$ cat src/rtl/exc_ctrl.sv
// exc_ctrl: exception/eret sequencer between decode and CP0.
// Selects the highest-priority enabled trap, eret or interrupt in IDLE, waits
// out mul/div and mtc0 hazards, then issues a one-cycle CP0 commit with
// flush/redirect followed by a one-cycle guard bubble.
// Optional feature macro: EXC_CTRL_IRQ_EN enables interrupt pending/entry.
module exc_ctrl #(
  parameter int IRQ_W = 4
) (
  input  logic             clk,
  input  logic             rst,
  input  logic [31:0]      id_pc,
  input  logic             req_syscall,
  input  logic             req_break,
  input  logic             req_teq,
  input  logic             req_eret,
  input  logic [IRQ_W-1:0] irq,
  input  logic [31:0]      status,
  input  logic             mtc0_active,
  input  logic             md_busy,
  output logic             stall,
  output logic             flush,
  output logic             pc_redirect,
  output logic             cp0_exception,
  output logic             cp0_eret,
  output logic [4:0]       cp0_cause,
  output logic [31:0]      cp0_pc,
  output logic [IRQ_W-1:0] irq_pending
);

  localparam logic [4:0] EXC_INT = 5'd0;
  localparam logic [4:0] EXC_SYS = 5'd8;
  localparam logic [4:0] EXC_BP  = 5'd9;
  localparam logic [4:0] EXC_TR  = 5'd13;

  typedef enum logic [2:0] {
    S_IDLE,
    S_DRAIN,
    S_ENTER,
    S_RETURN,
    S_GUARD
  } state_t;

  state_t           state_q, state_d;
  logic [4:0]       cause_q, cause_d;
  logic [31:0]      epc_q, epc_d;
  logic             eret_q, eret_d;
  logic             ev_sel;
  logic             take_irq;
  logic             hazard;
  logic [IRQ_W-1:0] pend_q;

  logic unused_status;
  assign unused_status = ^status[31:4];

  assign hazard      = md_busy | mtc0_active;
  assign cp0_cause   = cause_q;
  assign cp0_pc      = epc_q;
  assign irq_pending = pend_q;

  // State and latched-event registers.
  always_ff @(posedge clk) begin
    if (rst) begin
      state_q <= S_IDLE;
      cause_q <= '0;
      epc_q   <= '0;
      eret_q  <= 1'b0;
    end else begin
      state_q <= state_d;
      cause_q <= cause_d;
      epc_q   <= epc_d;
      eret_q  <= eret_d;
    end
  end

  // Event selection, next-state and commit/stall outputs.
  always_comb begin
    state_d       = state_q;
    cause_d       = cause_q;
    epc_d         = epc_q;
    eret_d        = eret_q;
    ev_sel        = 1'b0;
    take_irq      = 1'b0;
    stall         = 1'b0;
    flush         = 1'b0;
    pc_redirect   = 1'b0;
    cp0_exception = 1'b0;
    cp0_eret      = 1'b0;
    unique case (state_q)
      S_IDLE: begin
        if (req_teq && status[3]) begin
          ev_sel  = 1'b1;
          cause_d = EXC_TR;
          epc_d   = id_pc;
          eret_d  = 1'b0;
        end else if (req_break && status[2]) begin
          ev_sel  = 1'b1;
          cause_d = EXC_BP;
          epc_d   = id_pc;
          eret_d  = 1'b0;
        end else if (req_syscall && status[1]) begin
          ev_sel  = 1'b1;
          cause_d = EXC_SYS;
          epc_d   = id_pc;
          eret_d  = 1'b0;
        end else if (req_eret) begin
          ev_sel  = 1'b1;
          eret_d  = 1'b1;
        end else if (status[0] && (|pend_q)) begin
          ev_sel   = 1'b1;
          take_irq = 1'b1;
          cause_d  = EXC_INT;
          epc_d    = id_pc;
          eret_d   = 1'b0;
        end
        if (ev_sel) begin
          if (hazard)      state_d = S_DRAIN;
          else if (eret_d) state_d = S_RETURN;
          else             state_d = S_ENTER;
        end
      end
      S_DRAIN: begin
        stall = 1'b1;
        if (!hazard) state_d = eret_q ? S_RETURN : S_ENTER;
      end
      // A late mtc0 would win the CP0 write port and swallow the commit, so
      // the commit is deferred back through DRAIN with IF/ID held.
      S_ENTER: begin
        if (mtc0_active) begin
          stall   = 1'b1;
          state_d = S_DRAIN;
        end else begin
          cp0_exception = 1'b1;
          flush         = 1'b1;
          pc_redirect   = 1'b1;
          state_d       = S_GUARD;
        end
      end
      S_RETURN: begin
        if (mtc0_active) begin
          stall   = 1'b1;
          state_d = S_DRAIN;
        end else begin
          cp0_eret    = 1'b1;
          flush       = 1'b1;
          pc_redirect = 1'b1;
          state_d     = S_GUARD;
        end
      end
      S_GUARD: state_d = S_IDLE;
      default: state_d = S_IDLE;
    endcase
  end

`ifdef EXC_CTRL_IRQ_EN
  logic [IRQ_W-1:0] irq_low;
  logic [IRQ_W-1:0] sel_q, sel_d;
  logic [IRQ_W-1:0] pend_d;

  // Isolate the lowest pending line (two's-complement trick).
  assign irq_low = pend_q & (~pend_q + IRQ_W'(1));

  // Remember which line (if any) the latched event services.
  always_comb begin
    sel_d = sel_q;
    if (ev_sel) sel_d = take_irq ? irq_low : '0;
  end

  // Pending bits set on irq, cleared only when their entry commits.
  always_comb begin
    pend_d = pend_q | irq;
    if (cp0_exception) pend_d = (pend_q & ~sel_q) | irq;
  end

  // Interrupt pending and selection registers.
  always_ff @(posedge clk) begin
    if (rst) begin
      pend_q <= '0;
      sel_q  <= '0;
    end else begin
      pend_q <= pend_d;
      sel_q  <= sel_d;
    end
  end
`else
  logic unused_irq;
  assign pend_q     = '0;
  assign unused_irq = ^{irq, ev_sel, take_irq};
`endif

endmodule
$ cat config.mk
export PLATFORM = sky130hd
export DESIGN_NAME = exc_ctrl
export DESIGN_NICKNAME = d
export VERILOG_FILES = /design/src/rtl/exc_ctrl.sv
export SDC_FILE = /design/constraint.sdc
export NUM_CORES = 1
export LEC_CHECK = 0
export CAP_MARGIN = 20
export CORE_ASPECT_RATIO = 1.75
export CORE_UTILIZATION = 25
export CTS_CLUSTER_DIAMETER = 60
export DETAILED_ROUTE_END_ITERATION = 6
export PLACE_DENSITY_LB_ADDON = 0.1
export SLEW_MARGIN = 20
export SYNTH_ARGS = -nofsm -noshare
export SYNTH_HDL_FRONTEND = slang
export SYNTH_SLANG_ARGS = --single-unit
$ cat constraint.sdc
create_clock -name clk -period 4.6 [get_ports clk]
set_input_delay 0.92 -clock clk [delete_from_list [all_inputs] [get_ports clk]]
set_output_delay 0.92 -clock clk [all_outputs]
set_load 0.02 [all_outputs]
---- Yosys cells after proc, flatten, opt, wreduce, memory -nomap -nowiden ----
Cells that the tools add are included.
W data, S select, Z words.
operators by class
  equality and inequality tests ........... 5
  multiplexer cells ....................... 29
  bitwise logic cells ..................... 1
  reductions and logical operators ........ 8
operators with widths
  cell                  number
  $mux W32              3
  $mux W1               17
  $mux W5               3
  $mux W3               3
  $pmux W3 S3           1
  $eq A3 B2 Y1 const B  2
  $ne A2 B2 Y1 const B  2
  $reduce_and A2 Y1     2
  $eq A3 B1 Y1 const B  1
  $logic_and A1 B1 Y1   3
  $logic_not A3 Y1      1
  $reduce_bool A3 Y1    1
  $mux W2               1
  $pmux W1 S2           1
  $reduce_or A2 Y1      1
  $or A1 B1 Y1          1
word-level totals
  flip-flop bits (word level) ............. 41
  input port bits ......................... 76
  output and inout port bits .............. 46
  word-level logic and storage cells ...... 47

---- Logic depth before layout (Yosys ltp) ----
Gate-level depths: netlist of the first run.
  depth in word-level cells ............... 9
  gate-level depth with buffers ........... 5
  mapped depth without buffers ............ 4

---- Worst setup path before layout of the first run ----
OpenSTA, ideal clock, no wires.
  path kind ............................... input port to output port
  from .................................... input mtc0_active
  to ...................................... output cp0_eret
  arrival ................................. 1.705 ns
  data required time ...................... 3.680 ns
  slack ................................... 1.975 ns
  stages on the path ...................... 3
  path buffers ............................ 0
  cell sequence ........................... or3_1 -> inv_1 -> and2_1
between the ends
  cells in the longest elaborated chain, start to end .. 2
ends and longest elaborated chain
  what                RTL line  source
  start: declaration  18        input logic mtc0_active,
  $mux W1             139       if (mtc0_active) begin
  $mux W1             88        unique case (state_q)
  end: declaration    24        output logic cp0_eret,
Every way passes these cells.

---- Worst setup path after layout of the first run ----
Same ends and word-level chain as after synthesis.

==> impl_metrics.ini, run 1 <==
[detailed_routing]
num_vias = 1622
drc_errors = 0
first_pass_iters = 4
drt-initial-drc-count = 75
ant_nets = 0
drt-wirelength-per-cell_um = 13.7
routed_wl_mm = 4.74
via_per_inst = 4.69

[clock_network]
numCtsBuffers = 5
htreeDepth = 2
postCtsSetupRepairBufs = 0
path_clk_slew_ns = 0.06
clock_latency_ns = 0.28
cts_tree = built
cts-resized-gates = 0
clock-sinks = 39
cts_root_buf = clkbuf_16
holdBufCountCts = 0
cts_buffer_depth = 2

[place]
place_area_um2 = 2510
hpwl_mm = 2.98
io_buffer_count = 82
dp_cells = 339
gp_congestion = 0.721

[sta]
max_freq_mhz = 288
slew_headroom_pct = 54.3
period_needed_ns = 3.48
rsz0062_at_grt = no
setup_viol = 0
tns_ns = 0
finalHoldViolations = 0
worstMarginPinSlew_ns = 0.683
fin_hold_ws_ns = 0.471
fin_skew_ns = 0.00211
timing.final.max_slew_violations = 0
period_share_pct = 75.6

[synthesis]
syn_area_per_cell_um2 = 8.69
syn_inst = 191
syn-cell-area_um2 = 1660
ys_ff_latch = 39
ys_seq_area_share_pct = 47.0
synth.distinct_cells = 28
synthTopCellsByArea = dfxtp_1 47%, nand3b_1 14%, a21oi_1 11%
yosys.area.top_type = dfxtp_1
synth_top_area_share_pct = 47.0
yosys_warnings = 0

[finish]
area_growth_pct = 60.0
diodes = 0
fin_util_pct = 40.9
layout.nets = 340
final_cells = 346
n_fill_cell = 668
finalInstanceArea_um2 = 2660
drive_gt1_share_pct = 5.30

[global_route]
grt_pass1_wl_mm = 7.48
grt_util_all_layers_pct = 13.9
first_global_vias = 1480
grt_max_degree = 71
grt_antenna_before_repair = 0
globalRoute.totalOverflow = 0

[worst_hold_path]
min_from = cp0_pc[22]
whs_path_depth = 2
worstHoldEndpoint = cp0_pc[22]
min_path_type = register to register

[setup_path]
cp-start-kind = primary input
reg2reg_to = cp0_pc[21]
cp.arrival_ns = 2.56
ff2ff_path_depth = 4
path_cells = clkdlybuf4s50_1 -> or3_1 -> inv_1 -> and2_1 -> clkdlybuf4s50_1
critPathCaptureType = output pin
r2r_slack_ns = 2.88
worstSetupPathType = primary input to output pin
crit_required_ns = 3.68
critPathMostFrequentCell = clkdlybuf4s50_1
critPathSlowestCell = clkdlybuf4s50_1
rr_startpoint = state_q[2]
cp_slowest_stage_delay_ns = 0.59
path_max_fanout = 4

[power_and_ir_drop]
irDropWorstVdd_mv = 0.202
power-per-cell-area_nw_per_um2 = 354
p_leak_nw = 0.931

[outcome]
status = finished clean

[die]
fp.coreArea_um2 = 6490
num_rows = 39
die_w_um = 63.6
io_pins = 122
die-height_um = 110
die_area_um2 = 6980
start_util_pct = 25.6

[run]
cap_viol_max_count = 0
-- routing by layer --
metal  wire length (um)  up-vias  global-route usage [%]  part of all wire, %
met4                 87        0                    5.84                  1.8
met5                  0        -                       0                    0
met3                237        6                    3.32                  5.0
li1                   -      812                       -                    -
met1               1980      751                    16.3                   42
met2               2430       53                    23.9                   51
-- final cells by class --
type / instances / area (um^2) / share of cell area, %
clock buffer: 6 / 139 / 5.23
clock inverter: 1 / 5.00 / 0.188
inverter: 2 / 7.51 / 0.283
multi-input combinational: 130 / 771 / 29.0
sequential: 39 / 781 / 29.4
tap: 82 / 103 / 3.86
timing repair buffer: 86 / 851 / 32.0
-- critical path, delay by kind of cell --
family | cells | cell delay [ns]
buffers and inverters | 3 | 1.15
and+or+nand+nor | 2 | 0.49
-- cells by family after synthesis --
| kind of cell | count (synthesis) | synth area share (%) |
|---|---|---|
| compound gates | 75 | 24.0 |
| simple gates | 48 | 20.1 |
| flops | 39 | 47.0 |
| buf+inv | 27 | 8.06 |
| mux | 1 | 0.603 |
| other cells | 1 | 0.226 |
-- flip-flops by register name (all words and copies together) (netlist names) --
| name | count |
|---|---|
| cp0_pc | 32 |
| state_q | 3 |
| cp0_cause | 3 |
| eret_q | 1 |
-- worst max-delay path by stage --
stage,start,endpoint,cells after the start
floorplan,mtc0_active,cp0_eret,3
global placement,mtc0_active,cp0_eret,5
detailed placement,mtc0_active,cp0_eret,5
CTS,mtc0_active,cp0_eret,5
global route,mtc0_active,cp0_eret,5
finish,mtc0_active,cp0_eret,5
-- cell usage in the layout, fill, tap and decap left out, types with 2 or more instances in the layout --
cell type	instances
clkdlybuf4s50_1	82
dfxtp_1	39
a21oi_1	35
nand3b_1	32
o21ai_0	28
nor2_1	6
o21ai_1	6
conb_1	6
clkbuf_16	5
buf_4	4
inv_1	2
or3_1	2
-- power breakdown --
part | switching, W | leakage, nW | internal (W) | total, W
clock | 0.000130 | 0.0727 | 0.000212 | 0.000342
sequential | 0.0000137 | 0.320 | 0.000364 | 0.000378
combinational | 0.000112 | 0.538 | 0.000108 | 0.000220
-- Yosys cell counts (all sizes together) --
master / instances
a21o: 1
nand2: 1
o21ba: 1
nand3: 1
clkbuf: 14
mux2i: 1
inv: 2
o21ai: 34
nor4: 1
nand3b: 32
and2: 1
dfxtp: 39
a211oi: 1
buf: 11
and3b: 1
nor2: 6
a222oi: 1
a22o: 1
a21oi: 35
or4: 1
or3: 2
conb: 1
nor3: 2
a221oi: 1
-- per-stage QoR --
step	total power (W)	setup WS [ns]
2_1_floorplan	0.000502	1.97
3_3_place_gp	0.000607	1.11
3_5_place_dp	0.000607	1.11
4_1_cts	0.000958	1.11
5_1_grt	0.000991	1.07
6_report	0.000939	1.12
(Power assumes the default switching activity.)
==> inputs of run 2 (changes only) <==
==> constraint.sdc (replaced) <==
create_clock -name clk -period 2.9 [get_ports clk]
set_input_delay 0.58 -clock clk [delete_from_list [all_inputs] [get_ports clk]]
set_output_delay 0.58 -clock clk [all_outputs]
set_load 0.02 [all_outputs]
==> run 2 against run 1 <==
Power rose by 55%; critical path depth did not move; setup slack got worse by 0.96 ns; flip-flop and latch count did not move; sequential share of layout area fell by 0.14 points; critical endpoint unchanged; register-to-register slack got worse by 1.8 ns; global-route usage did not move; non-clock buffer count rose by 2; critical path type unchanged; combinational power rose by 62%; core utilization rose by 0.19 points.
==> impl_metrics.ini, run 2 (synthesis gave the netlist of run 1 again) <==
[outcome]
status = finished clean

[detailed_routing]
ant_nets = 0
num_vias = 1625
drt-initial-drc-count = 92
via_per_inst = 4.68
drc_errors = 0
first_pass_iters = 4
drt-wirelength-per-cell_um = 13.7
routed_wl_mm = 4.74

[die]
die_w_um = 63.6
io_pins = 122
num_rows = 39
fp.coreArea_um2 = 6490
start_util_pct = 25.6
die-height_um = 110
die_area_um2 = 6980

[finish]
final_common_cell = clkdlybuf4s50_1
layout.nets = 342
n_fill_cell = 666
multi_input_area_um2 = 771
regArea_um2 = 781
area_growth_pct = 60.7
largest_reg_flops = 32
drive_gt1_share_pct = 5.28
final_cell_mix = 82 x clkdlybuf4s50_1, 39 x dfxtp_1, 35 x a21oi_1
diodes = 0

[global_route]
grt-busiest-layer = met2
use_met3_pct = 3.22
grt_util_all_layers_pct = 13.9
grt_max_degree = 71
grt_util_met2_pct = 22.9
grt_use_met1_pct = 17.4
globalRoute.totalOverflow = 0
first_global_vias = 1509
grt_pass1_wl_mm = 7.56
grt_antenna_before_repair = 0

[setup_path]
cp_slowest_stage_delay_ns = 0.59
crit_required_ns = 2.32
critPathCaptureType = output pin
path_buf_inv = 3
r2r_slack_ns = 1.05
critPathSlowestCell = clkdlybuf4s50_1
worstSetupPathType = primary input to output pin
path_cells = clkdlybuf4s50_1 -> or3_1 -> inv_1 -> and2_1 -> clkdlybuf4s50_1
cp.arrival_ns = 2.16
ff2ff_path_depth = 4
reg2reg_to = cp0_pc[17]
cp-start-kind = primary input
path_max_fanout = 3
crit_family = buffers and inverters
rr_startpoint = state_q[2]
critPathMostFrequentCell = clkdlybuf4s50_1

[sta]
finalHoldViolations = 0
fin_skew_ns = 0.00119
period_share_pct = 94.4
max_freq_mhz = 365
worstMarginPinSlew_ns = 0.933
timing.final.max_slew_violations = 0
tns_ns = 0
setup_viol = 0
fin_hold_ws_ns = 0.473
rsz0062_at_grt = no
slew_headroom_pct = 37.8
period_needed_ns = 2.74

[worst_hold_path]
min_from = cp0_cause[2]
whs_path_depth = 2
worstHoldEndpoint = cp0_cause[2]
min_path_type = register to register

[clock_network]
clock-sinks = 39
cts_tree = built
cts_buffer_depth = 2
clock_latency_ns = 0.27
cts_root_buf = clkbuf_16
htreeDepth = 2
numCtsBuffers = 5
cts-resized-gates = 0
path_clk_slew_ns = 0.05
postCtsSetupRepairBufs = 0
holdBufCountCts = 0

[power_and_ir_drop]
power-per-cell-area_nw_per_um2 = 546
irDropWorstVdd_mv = 0.232
power.total_w = 0.00146
p_leak_nw = 0.935

[run]
cap_viol_max_count = 0

[place]
hpwl_mm = 3.03
io_buffer_count = 82
gp_congestion = 0.755
run 2: routing by layer:
layer / vias up / wire length [um]
met4: 0 / 44
met1: 761 / 2070
met3: 2 / 227
met5: - / 0
met2: 48 / 2400
li1: 814 / -
run 2: per-stage QoR:
stage	worst slack [ns]	area (um^2)	instances	util, %
after floorplan	0.955	1680	196	-
after global placement	0.153	2540	341	39.1
after detailed placement	0.147	2540	341	39.1
after CTS	0.147	2670	347	41.1
after global routing	0.0948	2670	347	41.1
final	0.161	2670	347	41.1
run 2: report_power, final:
group	leakage, nW	internal [W]	switching (W)	total [W]
Combinational	0.551	0.000176	0.000181	0.000357
Sequential	0.320	0.000578	0.0000212	0.000599
Clock	0.0628	0.000309	0.000194	0.000503
Total	0.935	0.00106	0.000396	0.00146
run 2: cell type report:
type | instances | share of cell area [%]
inverters | 2 | 0.281
repair buffers | 88 | 32.9
multi-input cells | 130 | 28.9
clock buffers | 6 | 4.83
flip-flops and latches | 39 | 29.3
well taps | 82 | 3.84
run 2: worst max path at each step:
stage,from,to,depth (start not counted)
detailed placement,mtc0_active,cp0_eret,5
global placement,mtc0_active,cp0_eret,5
CTS,mtc0_active,cp0_eret,5
global route,mtc0_active,cp0_eret,5
floorplan,mtc0_active,cp0_eret,3
finish,mtc0_active,cp0_eret,5
run 2: worst register-to-register path, stage by stage (launching register included):
cell,delay (ns)
dfxtp_1,0.38
or3_1,0.79
buf_4,0.34
o21ai_0,0.15
a21oi_1,0.08
